--- src/rtl/l2_arb_pkg.sv ---
// ----------------------------------------------------------------------------
// l2_arb_pkg
//   Types and widths shared between the L1->L2 request arbiter and the L2
//   datapath.
//   S_ADDR      : request address width
//   S_LINE      : cache line width (equals the L2 line width)
//   S_OFFSET    : line offset bits, zeroed on the address sent to L2
//   OFFSET_MASK : mask covering the line offset bits
//   arb_state_t : arbiter FSM states
//   port_t      : requester identity (I-cache / D-cache)
//   l2_req_t    : latched copy of the winning request
// ----------------------------------------------------------------------------
package l2_arb_pkg;

    localparam int S_ADDR   = 32;
    localparam int S_LINE   = 256;
    localparam int S_OFFSET = 5;

    localparam logic [S_ADDR-1:0] OFFSET_MASK = S_ADDR'((1 << S_OFFSET) - 1);

    typedef enum logic [2:0] {
        IDLE,
        BUSY_I,
        BUSY_D,
        RESP_I,
        RESP_D
    } arb_state_t;

    typedef enum logic {
        PORT_I,
        PORT_D
    } port_t;

    typedef struct packed {
        logic              write;
        logic [S_ADDR-1:0] addr;
        logic [S_LINE-1:0] wdata;
    } l2_req_t;

endpackage

--- src/rtl/l2_arbiter.sv ---
// ----------------------------------------------------------------------------
// l2_arbiter
//   Round-robin arbiter between the L1 I-cache (line reads) and the L1
//   D-cache (line reads / write-backs) in front of the L2. One request is
//   served at a time; the winning request is latched and drives the L2
//   mem_* interface from flops, and the L2 response is routed back to the
//   granted requester as a one-cycle *_pmem_resp pulse.
//
//   clk, rst                : clock, asynchronous active-high reset
//   i_pmem_read/address     : I-cache request (level)
//   i_pmem_rdata/resp       : I-cache returned line / completion pulse
//   d_pmem_read/write       : D-cache request (level), write wins if both
//   d_pmem_address/wdata    : D-cache request address / write line
//   d_pmem_rdata/resp       : D-cache returned line / completion pulse
//   l2_mem_read/write       : request strobes to L2, held until l2_mem_resp
//   l2_mem_address/wdata    : latched line address (offset zeroed) / data
//   l2_mem_rdata/resp       : L2 read line / completion pulse
// ----------------------------------------------------------------------------
module l2_arbiter
    import l2_arb_pkg::*;
(
    input  logic              clk,
    input  logic              rst,

    input  logic              i_pmem_read,
    input  logic [S_ADDR-1:0] i_pmem_address,
    output logic [S_LINE-1:0] i_pmem_rdata,
    output logic              i_pmem_resp,

    input  logic              d_pmem_read,
    input  logic              d_pmem_write,
    input  logic [S_ADDR-1:0] d_pmem_address,
    input  logic [S_LINE-1:0] d_pmem_wdata,
    output logic [S_LINE-1:0] d_pmem_rdata,
    output logic              d_pmem_resp,

    output logic              l2_mem_read,
    output logic              l2_mem_write,
    output logic [S_ADDR-1:0] l2_mem_address,
    output logic [S_LINE-1:0] l2_mem_wdata,
    input  logic [S_LINE-1:0] l2_mem_rdata,
    input  logic              l2_mem_resp
);

    arb_state_t        state_q, state_d;
    port_t             last_grant_q, last_grant_d;
    l2_req_t           req_q, req_d;
    logic              l2_read_q, l2_read_d;
    logic              l2_write_q, l2_write_d;
    logic              i_resp_q, i_resp_d;
    logic              d_resp_q, d_resp_d;
    logic [S_LINE-1:0] i_rdata_q, i_rdata_d;
    logic [S_LINE-1:0] d_rdata_q, d_rdata_d;

    logic              i_req, d_req;
    logic              grant_i, grant_d;

    // Round-robin pick: a lone requester wins; on a tie the port that was
    // not granted last wins.
    always_comb begin
        i_req   = i_pmem_read;
        d_req   = d_pmem_read | d_pmem_write;
        grant_i = i_req & (~d_req | (last_grant_q == PORT_D));
        grant_d = d_req & ~grant_i;
    end

    always_comb begin
        state_d      = state_q;
        last_grant_d = last_grant_q;
        req_d        = req_q;
        l2_read_d    = l2_read_q;
        l2_write_d   = l2_write_q;
        i_resp_d     = 1'b0;
        d_resp_d     = 1'b0;
        i_rdata_d    = i_rdata_q;
        d_rdata_d    = d_rdata_q;

        case (state_q)
            IDLE: begin
                if (grant_i) begin
                    // I-side grants leave the latched wdata alone; only the
                    // D-cache supplies write data.
                    req_d.write  = 1'b0;
                    req_d.addr   = i_pmem_address;
                    l2_read_d    = 1'b1;
                    l2_write_d   = 1'b0;
                    last_grant_d = PORT_I;
                    state_d      = BUSY_I;
                end else if (grant_d) begin
                    req_d.write  = d_pmem_write;
                    req_d.addr   = d_pmem_address;
                    req_d.wdata  = d_pmem_wdata;
                    l2_read_d    = ~d_pmem_write;
                    l2_write_d   = d_pmem_write;
                    last_grant_d = PORT_D;
                    state_d      = BUSY_D;
                end
            end

            BUSY_I: begin
                if (l2_mem_resp) begin
                    l2_read_d  = 1'b0;
                    l2_write_d = 1'b0;
                    i_rdata_d  = l2_mem_rdata;
                    i_resp_d   = 1'b1;
                    state_d    = RESP_I;
                end
            end

            BUSY_D: begin
                if (l2_mem_resp) begin
                    l2_read_d  = 1'b0;
                    l2_write_d = 1'b0;
                    // A write-back leaves the D-side read line untouched.
                    if (!req_q.write) begin
                        d_rdata_d = l2_mem_rdata;
                    end
                    d_resp_d   = 1'b1;
                    state_d    = RESP_D;
                end
            end

            // The response cycle never samples requests, so a requester
            // still holding its level for one cycle is not re-granted.
            RESP_I:  state_d = IDLE;
            RESP_D:  state_d = IDLE;
            default: state_d = IDLE;
        endcase
    end

    always_ff @(posedge clk or posedge rst) begin
        if (rst) begin
            state_q      <= IDLE;
            last_grant_q <= PORT_D;
            req_q        <= '0;
            l2_read_q    <= 1'b0;
            l2_write_q   <= 1'b0;
            i_resp_q     <= 1'b0;
            d_resp_q     <= 1'b0;
            i_rdata_q    <= '0;
            d_rdata_q    <= '0;
        end else begin
            state_q      <= state_d;
            last_grant_q <= last_grant_d;
            req_q        <= req_d;
            l2_read_q    <= l2_read_d;
            l2_write_q   <= l2_write_d;
            i_resp_q     <= i_resp_d;
            d_resp_q     <= d_resp_d;
            i_rdata_q    <= i_rdata_d;
            d_rdata_q    <= d_rdata_d;
        end
    end

    assign l2_mem_read    = l2_read_q;
    assign l2_mem_write   = l2_write_q;
    assign l2_mem_address = req_q.addr & ~OFFSET_MASK;
    assign l2_mem_wdata   = req_q.wdata;
    assign i_pmem_rdata   = i_rdata_q;
    assign i_pmem_resp    = i_resp_q;
    assign d_pmem_rdata   = d_rdata_q;
    assign d_pmem_resp    = d_resp_q;

endmodule

--- config.mk ---
export PLATFORM = sky130hd
export DESIGN_NAME = l2_arbiter
export DESIGN_NICKNAME = d
export VERILOG_FILES = /design/src/rtl/l2_arb_pkg.sv /design/src/rtl/l2_arbiter.sv
export SDC_FILE = /design/constraint.sdc
export NUM_CORES = 1
export LEC_CHECK = 0
export ABC_AREA = 1
export BUFFER_PORTS_ARGS = -buffer_cell sky130_fd_sc_hd__buf_2
export CAP_MARGIN = 40
export CORE_AREA = 8 8 535 537
export CTS_CLUSTER_SIZE = 24
export DETAILED_ROUTE_END_ITERATION = 8
export DIE_AREA = 0 0 543 545
export GPL_TIMING_DRIVEN = 1
export HOLD_SLACK_MARGIN = 0.1
export PLACE_DENSITY = 0.31
export SKIP_CTS_REPAIR_TIMING = 1
export SYNTH_ARGS = -nofsm -noshare
export SYNTH_HDL_FRONTEND = slang
export SYNTH_SLANG_ARGS = --single-unit
--- constraint.sdc ---
create_clock -name clk -period 36 [get_ports clk]
set_input_delay 7.2 -clock clk [delete_from_list [all_inputs] [get_ports clk]]
set_output_delay 7.2 -clock clk [all_outputs]
set_load 0.01 [all_outputs]
Word-level counts from Yosys, hierarchy flattened
Index checks and enable logic that the tools add are counted.
{"block": "word_totals", "register_bits": 809, "in_bits": 582, "elab_cells": 54}
{"block": "classes", "eq_ne": 6, "n_mux": 19, "n_bitwise": 8, "n_reduce_logical": 10}
{"op": "289-bit 2-to-1 mux", "n": 1}
{"op": "33-bit 2-to-1 mux", "n": 1}
{"op": "3-bit 2-to-1 mux", "n": 4}
{"op": "3-bit AND reduction", "n": 4}
{"op": "1-bit 2-to-1 mux", "n": 10}
{"op": "3-bit case mux with 3 select lines", "n": 1}
{"op": "2-bit != test, second input constant", "n": 2}
{"op": "1-bit NOT", "n": 4}
{"op": "1-bit case mux with 2 select lines", "n": 2}
{"op": "2-bit AND reduction", "n": 2}
{"op": "2-bit nonzero test", "n": 2}
{"op": "3-bit by 1-bit == test with 1-bit output, second input constant", "n": 1}
{"op": "3-bit by 2-bit == test with 1-bit output, second input constant", "n": 1}
{"op": "3-bit logical NOT", "n": 1}
{"op": "3-bit != test, second input constant", "n": 1}
{"op": "1-bit bitwise AND", "n": 2}
{"op": "2-bit by 1-bit != test with 1-bit output, second input constant", "n": 1}
{"op": "1-bit bitwise OR", "n": 2}
{"op": "2-bit OR reduction", "n": 1}

Logic depth before layout (Yosys ltp)
{"block": "logic_depth", "word_depth": 9, "depth_mapped": 8, "depth_no_buf": 8}

Worst setup path before layout
OpenSTA, ideal clock, no wires.
{"block": "synth_timing", "path_kind": "in2reg", "from": "input d_pmem_write", "to": "register req_q, in the netlist l2_mem_address[10]", "setup_ps": 66, "arrival_ps": 8053, "t_required_ps": 35934, "slack_ps": 27882, "cell_stages": 8, "path_buffers": 1, "cell_sequence": "nor2_1 nand2_1 inv_1 nor2_2 inv_2 clkbuf_1 nand2_1 nand2_1"}
{"block": "synth_between", "elab_chain_len": 8}
{"element": "from (decl)", "line": "l2_arbiter.sv:31", "text": "input logic d_pmem_write,"}
{"element": "1-bit bitwise OR *", "line": "l2_arbiter.sv:62", "text": "d_req = d_pmem_read | d_pmem_write;"}
{"element": "1-bit NOT", "line": "l2_arbiter.sv:63", "text": "grant_i = i_req & (~d_req | (last_grant_q == PORT_D));"}
{"element": "1-bit bitwise OR", "line": "l2_arbiter.sv:63"}
{"element": "1-bit bitwise AND", "line": "l2_arbiter.sv:63"}
{"element": "1-bit NOT (no source line)"}
{"element": "1-bit bitwise AND", "line": "l2_arbiter.sv:64", "text": "grant_d = d_req & ~grant_i;"}
{"element": "2-bit nonzero test (no source line)"}
{"element": "2-bit AND reduction (no source line)"}
{"element": "to (signal assigned)", "line": "l2_arbiter.sv:145", "text": "req_q <= req_d;"}
{"element": "to (decl)", "line": "l2_arbiter.sv:47", "text": "l2_req_t req_q, req_d;"}
Every way passes the cells marked *; elsewhere a longest branch is shown, timed or not.
A chain may end at the register's enable or synchronous reset.

Final worst setup path
{"block": "layout_timing", "from": "input l2_mem_resp", "to": "register i_rdata_q[119] (netlist: i_pmem_rdata[119])"}
{"block": "layout_between", "elab_chain_len": 1}
{"element": "from (decl)", "line": "l2_arbiter.sv:42", "text": "input logic l2_mem_resp"}
{"element": "2-bit AND reduction (no source line)"}
{"element": "to (signal assigned)", "line": "l2_arbiter.sv:150", "text": "i_rdata_q <= i_rdata_d;"}
{"element": "to (decl)", "line": "l2_arbiter.sv:52", "text": "logic [S_LINE-1:0] i_rdata_q, i_rdata_d;"}
Every way passes these cells.

==> impl_metrics.toml <==
[status]
run_status = "complete, no violations"

[detailed_routing]
drcViolationCount = 0
number_of_drc_violations_after_detailed_routing_iteration_0 = 1588
routed_wirelength_um = 181000
drt-pass1-iter-count = 7
post_drt_wl_per_cell_um = 21.5
via_per_inst = 3.33
route.vias.total = 28000
final_antenna_net_count = 0

[setup_path]
timing.critical_path.from_type = "primary input"
path_max_fanout = 165
critical_path_required_ns = 36.62
kind_of_capture_point_of_the_worst_setup_path = "flip-flop"
timing.critical_path.arrival_ns = 10.93
timing_worst_setup_path_type = "primary input to flip-flop"

[logic_synthesis]
netlist.area_leader.share = 0.609
synth_cell_type_count = 22
yosys.cell_count.top_type = "nand2_1"
yosys_register_bits = 804
number_of_synthesized_flops_with_an_enable_pin = 0
ys.warnings.count = 0
synthCells = 3563
synth_area_per_cell_um2 = 9.25
post_synth_instance_area_mm2 = 0.0330
synth.yosys.seq_area_share = 0.610
synthFlopType = "dfrtp_1"
yosys.area.top_type = "dfrtp_1"
asyncSetResetFlopFracSynth = 1.00
yosys-top-cells-count = "nand2_1, dfrtp_1, buf_4"
synth.top_cells.by_area = "dfrtp_1, nand2_1, buf_4"

[placement]
weighted_congestion_at_the_end_of_routability_driven_global_placement = 0.826
setup_ws_pre_cts_ns = 24.69
dp.final_hpwl_um = 145000
io_buffer_count = 1370

[sta]
grt_setup_unrepaired = "false"
slew_viol_final = 0
fin_setup_tns_ns = 0
timing.slew.headroom = 0.350
setup_viol = 0
hold_viol = 0
max_clock_freq_ghz = 0.0969
min_period_ns = 10.32
final_critical_path_setup_slack_ns = 25.68
timing.clock.skew_ns = 0.0507
timing_worst_slew_pin_value_ns = 0.976
fin_crit_sh = 0.287

[final_layout]
design.final.nets = 5172
post_route_cells_drive_above_1_share = 0.339
final.fill_count = 31700
syn_to_final_growth_pct = 37.0
area_used_by_multi_input_combinational_logic_mm2 = 0.00857
sequential_cell_area_mm2 = 0.0201

[global_route]
wire_length_of_the_first_global_routing_pass_um = 243000
initial_antenna_violation_count = 131
grt_overflow = 0
grt_max_degree = 166
grtUsageTotal = 0.116
grt_pass1_vias = 29000

[clock_tree]
worst_setup_hold_path_clk_slew_ns = 0.06
cts-buffers-inserted = 109
h_tree_lvl_count = 3
clock_tree.root_cell = "clkbuf_16"
clk_path_buf_depth = 4
cts.sink_count = 804
tritoncts = "yes"
worst_skew_pair.late_latency_ns = 0.82

[die]
floorplan.core_area_mm2 = 0.278
design.portCount = 1386
floorplan.rows = 194
floorplan.initialDensity = 0.119
fp.dieH_um = 545
dieArea_mm2 = 0.296
chip_width_um = 543

[pwr]
ir_drop_mv = 0.0372
power.leakage_nw = 24.0
pwr_density_cell_mw_per_mm2 = 94.7

[job]
maxCapViolCount = 0

[hold_path]
hold_path.class = "flip-flop to flip-flop"
-- power breakdown --
group	internal, mW	total (mW)	switching [mW]
Sequential	1.32	1.55	0.231
Clock	0.622	1.06	0.435
Combinational	0.543	1.67	1.12
Total	2.49	4.28	1.79
-- flip-flops by register name, indices dropped and copies added (netlist names) --
name and cells:
d_pmem_rdata 256, d_pmem_resp 1, i_pmem_rdata 256, i_pmem_resp 1, l2_mem_address 27, l2_mem_read 1, l2_mem_wdata 256, l2_mem_write 1
last_grant_q 1, req_q 1, state_q 3
-- layer usage --
layer  part of all wire  GRT usage  vias to the layer above
li1                   -          -                    13100
met3               0.13     0.0643                      361
met5             0.0024          0                        -
met2               0.49      0.201                     1321
met1               0.34      0.118                    13200
met4              0.035     0.0376                       66
-- stage by stage --
stage                     total power [mW]  cell area, µm²  cells  hold WS, ns  utilization
after floorplan                       2.57           33000   3567        0.443            -
after global placement                3.28           41500   8198        0.450        0.149
after CTS                             4.39           45100   8393        0.467        0.162
after global routing                  4.60           45100   8400        0.477        0.162
final                                 4.28           45200   8428        0.465        0.162
after detailed placement              3.29           41700   8203        0.453        0.150
-- area by class of cell --
| class | count | share of cell area |
|---|---|---|
| inverters | 269 | 0.0227 |
| clock inverters | 29 | 0.00604 |
| well taps | 3724 | 0.103 |
| diodes | 35 | 0.00194 |
| clock buffers | 161 | 0.0696 |
| multi-input cells | 1997 | 0.190 |
| flip-flops and latches | 804 | 0.446 |
| repair buffers | 1409 | 0.161 |
-- cells by family (layout without fill, tap and decap cells) --
group / after synthesis / count (layout) / synth area share
simple gates: 1474 / 1474 / 0.180
other cells: 1 / 40 / 0.000114
compound gates: 518 / 518 / 0.0787
buf+inv: 766 / 1868 / 0.131
flops: 804 / 804 / 0.610
-- worst max-delay path: stages --
cell	delay, ns
buf_2	0.12
nand4_4	0.08
buf_4	0.43
buf_4	0.55
buf_12	0.46
buf_4	0.51
buf_12	0.26
buf_4	0.64
o21ai_0	0.20
-- cells in the final DEF (no fill, tap or decap), drive strengths merged, types with 5 or more instances in the layout --
| cell type | instances |
|---|---|
| clkinv | 16 |
| clkbuf | 161 |
| nand3 | 287 |
| nand2 | 1180 |
| nor2 | 6 |
| conb | 5 |
| inv | 273 |
| o21ai | 515 |
| buf | 1409 |
| clkinvlp | 6 |
| dfrtp | 803 |
| diode | 35 |
-- worst paths after layout --
path | start | end | slack, ns | cells past startpoint
worst max-delay path | l2_mem_resp | i_pmem_rdata[119] | 25.68 | 9
worst min-delay path | l2_mem_wdata[241] | l2_mem_wdata[241] | 0.47 | 2
worst max register to register | state_q[2] | i_pmem_rdata[119] | 31.76 | 9
worst min register to register | l2_mem_wdata[241] | l2_mem_wdata[241] | 0.47 | 2
max in group asynchronous | rst | i_pmem_rdata[41] | 25.70 | 6
min in group asynchronous | rst | l2_mem_wdata[203] | 6.59 | 2
Note: power is estimated with default switching activity, not from simulation.
